==> src/rtl/sha2_pkg.sv <==
// Shared types and constants for the multi-block SHA-2 round controller.
package sha2_pkg;

    // Controller phases for one message: setup, per-block work, completion.
    typedef enum logic [2:0] {
        IDLE,
        INIT,
        WAIT_BLK,
        LOAD,
        EXPAND,
        ROUND,
        UPDATE,
        FINISH
    } sha2_state_t;

    // Digest flavour latched at message start; it selects the IV set.
    localparam logic MODE_FULL  = 1'b0;
    localparam logic MODE_TRUNC = 1'b1;

    // Compression rounds per block for the two SHA-2 families.
    localparam int SHA256_ROUNDS = 64;
    localparam int SHA512_ROUNDS = 80;

endpackage

==> src/rtl/sha2_multi_ctrl_if.sv <==
// Handshake and strobe bundle between a message source/datapath and the
// SHA-2 round controller. The controller sits on the slave side.
interface sha2_multi_ctrl_if #(
    parameter int CNT_W = 6
);
    logic             start;
    logic             mode;
    logic             abort;
    logic             blk_valid;
    logic             blk_last;
    logic             blk_ready;
    logic             init_hash;
    logic             iv_sel;
    logic             load_msg;
    logic             expand_msg;
    logic             round_en;
    logic             update_hash;
    logic [CNT_W-1:0] round_no;
    logic             busy;
    logic             done;

    modport master (
        output start, mode, abort, blk_valid, blk_last,
        input  blk_ready, init_hash, iv_sel, load_msg, expand_msg,
               round_en, update_hash, round_no, busy, done
    );

    modport slave (
        input  start, mode, abort, blk_valid, blk_last,
        output blk_ready, init_hash, iv_sel, load_msg, expand_msg,
               round_en, update_hash, round_no, busy, done
    );
endinterface

==> src/rtl/sha2_round_cnt.sv <==
// Round index counter: cleared outside the round phase, advances by STEP
// per enabled cycle, and flags the last slice so the index never wraps.
module sha2_round_cnt #(
    parameter int NUM_ROUNDS = 64,
    parameter int STEP       = 1,
    parameter int CNT_W      = $clog2(NUM_ROUNDS)
) (
    input  logic             clk,
    input  logic             rst,
    input  logic             clear_i,
    input  logic             step_i,
    output logic [CNT_W-1:0] count_o,
    output logic             tc_o
);

    localparam logic [CNT_W-1:0] LAST = CNT_W'(NUM_ROUNDS - STEP);
    localparam logic [CNT_W-1:0] INC  = CNT_W'(STEP);

    logic [CNT_W-1:0] count_q;
    logic [CNT_W-1:0] count_d;

    // Terminal slice reached: the round phase ends after this cycle.
    assign tc_o    = (count_q == LAST);
    assign count_o = count_q;

    // Next index: restart at zero on clear or after the terminal slice.
    always_comb begin
        count_d = count_q;
        if (clear_i || (step_i && tc_o)) begin
            count_d = '0;
        end else if (step_i) begin
            count_d = count_q + INC;
        end
    end

    // Index register.
    always_ff @(posedge clk or posedge rst) begin
        if (rst) begin
            count_q <= '0;
        end else begin
            count_q <= count_d;
        end
    end

endmodule

==> src/rtl/sha2_multi_ctrl.sv <==
// Multi-block SHA-2 compression controller: sequences IV load, block
// intake, message expansion, the round loop and hash update per block,
// and pulses done after the final block's update.
module sha2_multi_ctrl
    import sha2_pkg::*;
#(
    parameter int NUM_ROUNDS       = SHA256_ROUNDS,
    parameter int ROUNDS_PER_CYCLE = 1
) (
    input logic               clk,
    input logic               rst,
    sha2_multi_ctrl_if.slave  bus
);

    localparam int CNT_W = $clog2(NUM_ROUNDS);

    sha2_state_t      state_q;
    sha2_state_t      state_d;
    logic             start_prev_q;
    logic             iv_sel_q;
    logic             iv_sel_d;
    logic             last_q;
    logic             last_d;
    logic             start_pulse;
    logic             cnt_clear;
    logic             cnt_step;
    logic             cnt_tc;
    logic [CNT_W-1:0] cnt_val;

    // start_prev_q resets high so a start held through reset is not an edge.
    assign start_pulse = bus.start & ~start_prev_q;

    // The round counter only runs in ROUND; an abort also clears it.
    assign cnt_step  = (state_q == ROUND);
    assign cnt_clear = (state_q != ROUND) || bus.abort;

    sha2_round_cnt #(
        .NUM_ROUNDS (NUM_ROUNDS),
        .STEP       (ROUNDS_PER_CYCLE),
        .CNT_W      (CNT_W)
    ) u_round_cnt (
        .clk     (clk),
        .rst     (rst),
        .clear_i (cnt_clear),
        .step_i  (cnt_step),
        .count_o (cnt_val),
        .tc_o    (cnt_tc)
    );

    // Start edge detector history.
    always_ff @(posedge clk or posedge rst) begin
        if (rst) begin
            start_prev_q <= 1'b1;
        end else begin
            start_prev_q <= bus.start;
        end
    end

    // State and latched message flags.
    always_ff @(posedge clk or posedge rst) begin
        if (rst) begin
            state_q  <= IDLE;
            iv_sel_q <= 1'b0;
            last_q   <= 1'b0;
        end else begin
            state_q  <= state_d;
            iv_sel_q <= iv_sel_d;
            last_q   <= last_d;
        end
    end

    // Next state: abort wins over everything, otherwise walk the block flow.
    always_comb begin
        state_d  = state_q;
        iv_sel_d = iv_sel_q;
        last_d   = last_q;
        if (bus.abort) begin
            state_d = IDLE;
        end else begin
            case (state_q)
                IDLE: begin
                    if (start_pulse) begin
                        state_d  = INIT;
                        iv_sel_d = bus.mode;
                    end
                end
                INIT:     state_d = WAIT_BLK;
                WAIT_BLK: begin
                    if (bus.blk_valid) begin
                        state_d = LOAD;
                        last_d  = bus.blk_last;
                    end
                end
                LOAD:     state_d = EXPAND;
                EXPAND:   state_d = ROUND;
                ROUND: begin
                    if (cnt_tc) begin
                        state_d = UPDATE;
                    end
                end
                UPDATE:   state_d = last_q ? FINISH : WAIT_BLK;
                FINISH:   state_d = IDLE;
                default:  state_d = IDLE;
            endcase
        end
    end

    // Moore decode of strobes from the registered state and counter.
    always_comb begin
        bus.blk_ready   = 1'b0;
        bus.init_hash   = 1'b0;
        bus.load_msg    = 1'b0;
        bus.expand_msg  = 1'b0;
        bus.round_en    = 1'b0;
        bus.update_hash = 1'b0;
        bus.done        = 1'b0;
        bus.round_no    = '0;
        bus.busy        = (state_q != IDLE);
        bus.iv_sel      = iv_sel_q;
        case (state_q)
            INIT:     bus.init_hash   = 1'b1;
            WAIT_BLK: bus.blk_ready   = 1'b1;
            LOAD:     bus.load_msg    = 1'b1;
            EXPAND:   bus.expand_msg  = 1'b1;
            ROUND: begin
                bus.round_en = 1'b1;
                bus.round_no = cnt_val;
            end
            UPDATE:   bus.update_hash = 1'b1;
            FINISH:   bus.done        = 1'b1;
            default:  ;
        endcase
    end

endmodule

==> src/flat_wrapper.sv <==
// flat-port wrapper written by rule: the top's interface ports become plain ports
module sha2_multi_ctrl_flat import sha2_pkg::*;
#(
    parameter int NUM_ROUNDS       = SHA256_ROUNDS,
    parameter int ROUNDS_PER_CYCLE = 1
)
  (clk, rst, bus_start, bus_mode, bus_abort, bus_blk_valid, bus_blk_last, bus_blk_ready, bus_init_hash, bus_iv_sel, bus_load_msg, bus_expand_msg, bus_round_en, bus_update_hash, bus_round_no, bus_busy, bus_done);
  sha2_multi_ctrl_if #(.CNT_W(6)) bus_i ();
  input logic clk;
  input logic rst;
  input wire logic [$bits(bus_i.start)-1:0] bus_start;
  input wire logic [$bits(bus_i.mode)-1:0] bus_mode;
  input wire logic [$bits(bus_i.abort)-1:0] bus_abort;
  input wire logic [$bits(bus_i.blk_valid)-1:0] bus_blk_valid;
  input wire logic [$bits(bus_i.blk_last)-1:0] bus_blk_last;
  output wire logic [$bits(bus_i.blk_ready)-1:0] bus_blk_ready;
  output wire logic [$bits(bus_i.init_hash)-1:0] bus_init_hash;
  output wire logic [$bits(bus_i.iv_sel)-1:0] bus_iv_sel;
  output wire logic [$bits(bus_i.load_msg)-1:0] bus_load_msg;
  output wire logic [$bits(bus_i.expand_msg)-1:0] bus_expand_msg;
  output wire logic [$bits(bus_i.round_en)-1:0] bus_round_en;
  output wire logic [$bits(bus_i.update_hash)-1:0] bus_update_hash;
  output wire logic [$bits(bus_i.round_no)-1:0] bus_round_no;
  output wire logic [$bits(bus_i.busy)-1:0] bus_busy;
  output wire logic [$bits(bus_i.done)-1:0] bus_done;
  assign bus_i.start = bus_start;
  assign bus_i.mode = bus_mode;
  assign bus_i.abort = bus_abort;
  assign bus_i.blk_valid = bus_blk_valid;
  assign bus_i.blk_last = bus_blk_last;
  assign bus_blk_ready = bus_i.blk_ready;
  assign bus_init_hash = bus_i.init_hash;
  assign bus_iv_sel = bus_i.iv_sel;
  assign bus_load_msg = bus_i.load_msg;
  assign bus_expand_msg = bus_i.expand_msg;
  assign bus_round_en = bus_i.round_en;
  assign bus_update_hash = bus_i.update_hash;
  assign bus_round_no = bus_i.round_no;
  assign bus_busy = bus_i.busy;
  assign bus_done = bus_i.done;
  sha2_multi_ctrl #(.NUM_ROUNDS(NUM_ROUNDS), .ROUNDS_PER_CYCLE(ROUNDS_PER_CYCLE)) u_core (.clk(clk), .rst(rst), .bus(bus_i));
endmodule
==> config.mk <==
export PLATFORM = sky130hd
export DESIGN_NAME = sha2_multi_ctrl_flat
export DESIGN_NICKNAME = d
export VERILOG_FILES = /design/src/rtl/sha2_pkg.sv /design/src/rtl/sha2_multi_ctrl_if.sv /design/src/rtl/sha2_round_cnt.sv /design/src/rtl/sha2_multi_ctrl.sv /design/src/flat_wrapper.sv
export SDC_FILE = /design/constraint.sdc
export NUM_CORES = 1
export LEC_CHECK = 0
export CAP_MARGIN = 20
export CORE_MARGIN = 2
export CORE_UTILIZATION = 27
export CTS_CLUSTER_DIAMETER = 200
export DETAILED_ROUTE_END_ITERATION = 6
export PLACE_DENSITY = 0.5
export SETUP_SLACK_MARGIN = 0.5
export SLEW_MARGIN = 10
export SYNTH_ARGS = -nofsm -noshare
export SYNTH_HDL_FRONTEND = slang
export SYNTH_SLANG_ARGS = --single-unit
==> constraint.sdc <==
create_clock -name clk -period 1.14 [get_ports clk]
set_input_delay 0.171 -clock clk [delete_from_list [all_inputs] [get_ports clk]]
set_output_delay 0.171 -clock clk [all_outputs]
set_load 0.02 [all_outputs]
==> results.cfg, run 1 <==
[routing]
ant_nets = 0
routed_wl_mm = 1.919
dr.pass1.iters = 4
vias_per_cell = 4.599
wire_per_inst_um = 12.22
num_vias = 722
drc = 0
drtIter0Drc = 11

[logic_synthesis]
synth_seq_cells = 12
yosysWarningCount = 0
ys_seq_area_frac = 0.4273
synthCells = 73
ys_types = 31
syn_avg_cell_area_sq_um = 9.667
synthAdderAreaFrac = 0.01773
yosys.area_share.simple = 0.3156
synth_compound_area_frac = 0.1028
synth-xor-area-share = 0.03723
syn-num-nets = 81
synthMuxAreaShare = 0.03723
syn_area_sq_um = 705.7
synth_top_family_by_area = simple AND/OR/NAND/NOR gates

[clock_tree]
htreeDepth = 1
cts_sinks = 12
clkLatencyLatePin_ns = 0.27
cts_tree = done
cts-root-buf = clkbuf_4
clockBufferDepth = 2
clkTransAtPathRegs_ns = 0.08
cts_made_buffers = 3

[grt]
first_global_vias = 664
grtUsageTotal = 0.1475
overflow = 0
grt_pass1_wl_mm = 3.056
grt_max_degree = 13
antenna_found_initial = 0

[critical_path]
cpMaxStageDelayCell = dfrtp_2
r2r-start = u_core.state_q[0]
regToRegEndpoint = u_core.bus.iv_sel
crit_top_cell = buf_6
crit_chain = buf_6 > buf_6 > nor4b_4 > nand2_1 > mux2_4
reg2reg_setup_slack_ns = -0.32
required_ns = 1.31
end_kind = flip-flop
start_kind = flip-flop
cp-startpoint = u_core.state_q[0]
crit_arrival_ns = 1.63
crit_fanout = 5
ff2ff_path_depth = 5
crit_type = reg2reg
worst_path_largest_cell_delay_ns = 0.44
critPathCapture = u_core.bus.iv_sel

[sta]
hold_violations = 0
fin_crit_ns = 1.463
slew_violations = 0
fmax_mhz = 683.7
setup_viol = 24
rsz0062_at_grt = true
fin_crit_sh = 1.283
setup_tns_ns = -5.631
final.setup.worst_slack_ns = -0.3227
finClkSkew_ns = 0.001999
worst_pin_slew_ns = 0.2368
maxSlewHeadroom = 0.8404

[die]
io_pins = 22
die_w_um = 55.13
core-area_sq_um = 2477
dieArea_sq_um = 3039
fp-row-count = 18
start_util = 0.2848
die_h_um = 55.13

[layout]
stdcell_area_sq_um = 1394
diodes = 0
instances_no_fill = 157
drive_gt1_frac = 0.6693
area_growth_syn_to_layout_pct = 97.52
fin_util = 0.5626
nNetsFinal = 136
nFillCells = 227

[power_and_ir_drop]
vdd_drop_max_v = 0.0007804
power.density_nw_per_um2 = 877.1
power.leakage_nw = 0.6370

[place]
port_buffers = 21
dp_hpwl_mm = 1.400
dpl_cell_area_sq_um = 1194
dp_cells = 145
pre_cts_slack_ns = -0.4720
gp_congestion = 0.7807

[status]
status = complete, but fails checks
violations = negative setup slack

[run]
maxCapViolations = 0

[hold_path]
hold_class = in2async
[worst max-delay path, delay by kind of cell, from the launching register on]
family        cells  cell delay (ns)
simple gates      2             0.34
flops             1             0.44
buf+inv           2             0.26
mux               1             0.30
[stage by stage]
step	hold slack [ns]	power, mW
2_1_floorplan	0.03492	0.6566
4_1_cts	0.1764	1.182
5_1_grt	0.2288	1.283
3_3_place_gp	0.4797	0.7851
6_report	0.1770	1.223
3_5_place_dp	0.4836	0.7874
[placed cells by master, fill, tap and decap left out, types with 2 or more instances in the layout]
master	count
clkbuf_4	3
mux2_4	2
dfrtp_2	3
dfrtp_1	8
nor2_4	3
nand3_1	3
buf_4	23
clkdlybuf4s50_1	6
buf_6	24
inv_1	3
inv_2	2
and3_4	2
nand2_1	2
o21ai_0	2
and2_4	6
nor2_1	6
xor2_1	2
a21oi_1	3
[cell type report]
type | count | area (sq um) | area share
inverters | 6 | 25.02 | 0.01795
repair buffers | 53 | 503.0 | 0.3609
clock buffers | 4 | 36.28 | 0.02603
flip-flops and latches | 12 | 305.3 | 0.2190
multi-input cells | 52 | 486.7 | 0.3492
well taps | 30 | 37.54 | 0.02693
[state kept, by name, summed over array words and instances (netlist names)]
name / flops
u_core.start_prev_q: 1
u_core.last_q: 1
u_core.state_q: 3
u_core.bus.iv_sel: 1
u_core.u_round_cnt.count_o: 6
[where the power goes]
group          leakage (nW)  total [mW]  internal [mW]  switching (mW)
Sequential            0.155       0.497          0.463          0.0343
Combinational         0.461       0.382          0.236           0.146
Clock                0.0210       0.344          0.194           0.149
Total                 0.637        1.22          0.893           0.330
[worst min-delay path by stage]
stage	endpoint	slack (ns)
4_1_cts	u_core.bus.iv_sel	0.18
6_report	u_core.last_q	0.18
3_3_place_gp	u_core.bus.iv_sel	0.48
2_1_floorplan	u_core.bus.iv_sel	0.03
3_5_place_dp	u_core.bus.iv_sel	0.48
5_1_grt	u_core.u_round_cnt.count_o[2]	0.23
[timing repair]
item | in CTS | in global routing
hold endpoints to repair | 0 | 0
gates resized for setup | 95 | 17
hold buffers | 0 | 0
pin swaps | 10 | 7
buffers inserted | 4 | 4
cloned | 0 | 0
setup endpoints to repair | 26 | 26
[per-layer routing]
layer | vias up | GRT usage | routed length, um
li1 | 359 | - | -
met1 | 347 | 0.1903 | 862
met2 | 11 | 0.2381 | 963
met3 | 5 | 0.01613 | 45
met4 | 0 | 0.08537 | 47
met5 | - | 0 | 0
[kinds of logic after synthesis]
family,Yosys count
and+or+nand+nor,36
muxes,2
buffers and inverters,9
DFF,12
xor gates and xnor gates,3
AOI/OAI and AO/OA,10
adders and majority gates,1
[cells in the mapped netlist (all sizes together)]
master / instances / area share
nor2: 10 / 0.053
nand4bb: 1 / 0.023
nor4b: 1 / 0.021
ha: 1 / 0.018
nand4b: 1 / 0.012
nor2b: 2 / 0.021
and3: 3 / 0.027
a31o: 1 / 0.012
mux2: 2 / 0.037
inv: 6 / 0.032
o311a: 1 / 0.014
nor3b: 1 / 0.018
nor3: 2 / 0.014
o41ai: 1 / 0.023
a211oi: 1 / 0.011
o21ai: 3 / 0.021
or3: 1 / 0.0089
or2b: 1 / 0.011
and2: 6 / 0.053
a21oi: 3 / 0.021
xnor2: 1 / 0.012
nand3: 4 / 0.028
dfrtp: 11 / 0.39
nand2: 2 / 0.011
buf: 3 / 0.030
xor2: 2 / 0.025
dfstp: 1 / 0.037
and4b: 1 / 0.014
No activity file was read; power rests on OpenSTA's default activity.
==> run 2: changes to the inputs <==
--- a/config.mk
+++ b/config.mk
@@ -10,7 +10,7 @@
 export CORE_UTILIZATION = 27
 export CTS_CLUSTER_DIAMETER = 200
 export DETAILED_ROUTE_END_ITERATION = 6
-export PLACE_DENSITY = 0.5
+export PLACE_DENSITY = 0.55
 export SETUP_SLACK_MARGIN = 0.5
 export SLEW_MARGIN = 10
 export SYNTH_ARGS = -nofsm -noshare
==> run 2 against run 1 <==
Compared with the run above:
- the flow still finishes with violations (negative setup slack)
- clock-buffer cell count stayed put
- clock skew up 0.0036 ns
- sequential share of layout area shrank 1.7 points
- critical path depth stayed put
- die area is the same
- global-route usage rose by 1.2 points
- routed wire length is 20% higher
- worst hold slack got worse by 0.0064 ns
- flip-flop and latch count is the same
==> results.cfg, run 2 (synthesis gave the netlist of run 1 again) <==
[die]
core-area_sq_um = 2477
start_util = 0.2848
die_w_um = 55.13
io_pins = 22
dieArea_sq_um = 3039
die_h_um = 55.13
fp-row-count = 18

[power_and_ir_drop]
vdd_drop_max_v = 0.0008560
p_sw_uw = 383.4
p_int_uw = 908.3
clockPowerShare = 0.277
p_comb_frac = 0.329
seqPwrFrac = 0.394
power.share.switching = 0.2968
power.density_nw_per_um2 = 856.7
power.leakage_nw = 0.6777

[routing]
routed_wl_mm = 2.305
wire_per_inst_um = 14.32
dr.pass1.iters = 4
ant_nets = 0
dr.max_layer_used = met4
met3_length_um = 54
drtIter0Drc = 4
drc = 0
dr_wl_met2_mm = 1.227
num_vias = 747
vias_per_cell = 4.640
wl_met1_um = 969

[critical_path]
ff2ff_path_depth = 5
worst_path_largest_cell_delay_ns = 0.46
required_ns = 1.31
path_delay_family = flip-flops
regToRegEndpoint = u_core.bus.iv_sel
crit_top_cell = buf_6
cpMaxStageDelayCell = dfrtp_2
start_kind = flip-flop
end_kind = flip-flop
reg2reg_setup_slack_ns = -0.32
crit_arrival_ns = 1.64
r2r-start = u_core.state_q[0]
worst-path-buf-inv = 2
crit_chain = buf_6 > buf_6 > nor4b_4 > nand2_1 > mux2_4
crit_type = reg2reg
crit_fanout = 5

[status]
violations = negative setup slack
status = complete, but fails checks

[hold_path]
hold_class = in2async

[sta]
slew_violations = 0
setup_tns_ns = -5.742
fin_crit_sh = 1.283
fmax_mhz = 683.9
holdWs_ns = 0.1706
fin_crit_ns = 1.462
rsz0062_at_grt = true
worst_pin_slew_ns = 0.2397
final.setup.worst_slack_ns = -0.3222
hold_violations = 0
setup_viol = 25
maxSlewHeadroom = 0.8384
finClkSkew_ns = 0.005593

[layout]
largest_reg_flops = 6
nNetsFinal = 140
area_growth_syn_to_layout_pct = 113.7
nFillCells = 201
final_common_cell = buf_6
diodes = 0
mostFrequentLayoutCells = buf_6, buf_4, dfrtp_1, and2_4, clkdlybuf4s50_1
drive_gt1_frac = 0.7328

[place]
port_buffers = 21
dp_hpwl_mm = 1.426
gp_congestion = 0.7735
pre_cts_slack_ns = -0.4997

[clock_tree]
cts_sinks = 12
cts_made_buffers = 3
cts_tree = done
htreeDepth = 1
clkLatencyLatePin_ns = 0.28
cts-root-buf = clkbuf_4
hold_buffers = 0
clockBufferDepth = 2
clkTransAtPathRegs_ns = 0.09

[grt]
grt_max_degree = 13
overflow = 0
grt_pass1_wl_mm = 3.443
antenna_found_initial = 0
grtUsageTotal = 0.1596
first_global_vias = 749

[run]
maxCapViolations = 0
run 2: cell type report:
cell class	count	area, sq um	area share
Inverter	6	25.02	0.01660
Multi-Input combinational cell	52	554.3	0.3676
Timing Repair Buffer	57	549.3	0.3643
Sequential cell	12	305.3	0.2025
Clock buffer	4	36.28	0.02407
Tap cell	30	37.54	0.02490
run 2: power by group through the flow:
stage | clock network, mW | registers (mW) | logic (mW)
finish | 0.358 | 0.509 | 0.425
global route | 0.387 | 0.512 | 0.455
CTS | 0.364 | 0.493 | 0.360
detailed placement | 0 | 0.497 | 0.277
global placement | 0 | 0.498 | 0.277
floorplan | 0 | 0.506 | 0.151
run 2: worst max-delay path by stage:
| stage | depth (start not counted) | start | slack, ns | to |
|---|---|---|---|---|
| after floorplan | 4 | u_core.state_q[1] | -0.07 | u_core.bus.iv_sel |
| after global placement | 4 | u_core.state_q[1] | -0.45 | bus_round_no[4] |
| after detailed placement | 4 | u_core.state_q[1] | -0.50 | bus_round_no[3] |
| after CTS | 4 | u_core.state_q[1] | -0.33 | bus_round_no[3] |
| after global routing | 5 | u_core.state_q[0] | -0.38 | u_core.bus.iv_sel |
| final | 5 | u_core.state_q[0] | -0.32 | u_core.bus.iv_sel |
run 2: metrics by stage:
step	util	std cells	total power [mW]	cell area, sq um
final	0.6086	161	1.292	1508
after global routing	0.6086	161	1.353	1508
after CTS	0.5631	156	1.217	1395
after detailed placement	0.4788	144	0.7742	1186
after global placement	0.4788	144	0.7743	1186
after floorplan	-	73	0.6566	799.5
run 2: timing repair:
item,in CTS,in global routing
buffers inserted,8,5
resized for setup,113,17
pin swaps,21,8
setup endpoints to repair,26,26
run 2: per-layer routing:
layer,vias to the layer above,GRT usage
met2,12,0.2679
li1,372,-
met5,-,0
met1,357,0.2056
met3,6,0.02419
met4,0,0.06098
run 2: tightest hold or removal path: cells and delay by family:
kind / cells / cell delay, ns
buf+inv: 3 / 0.64
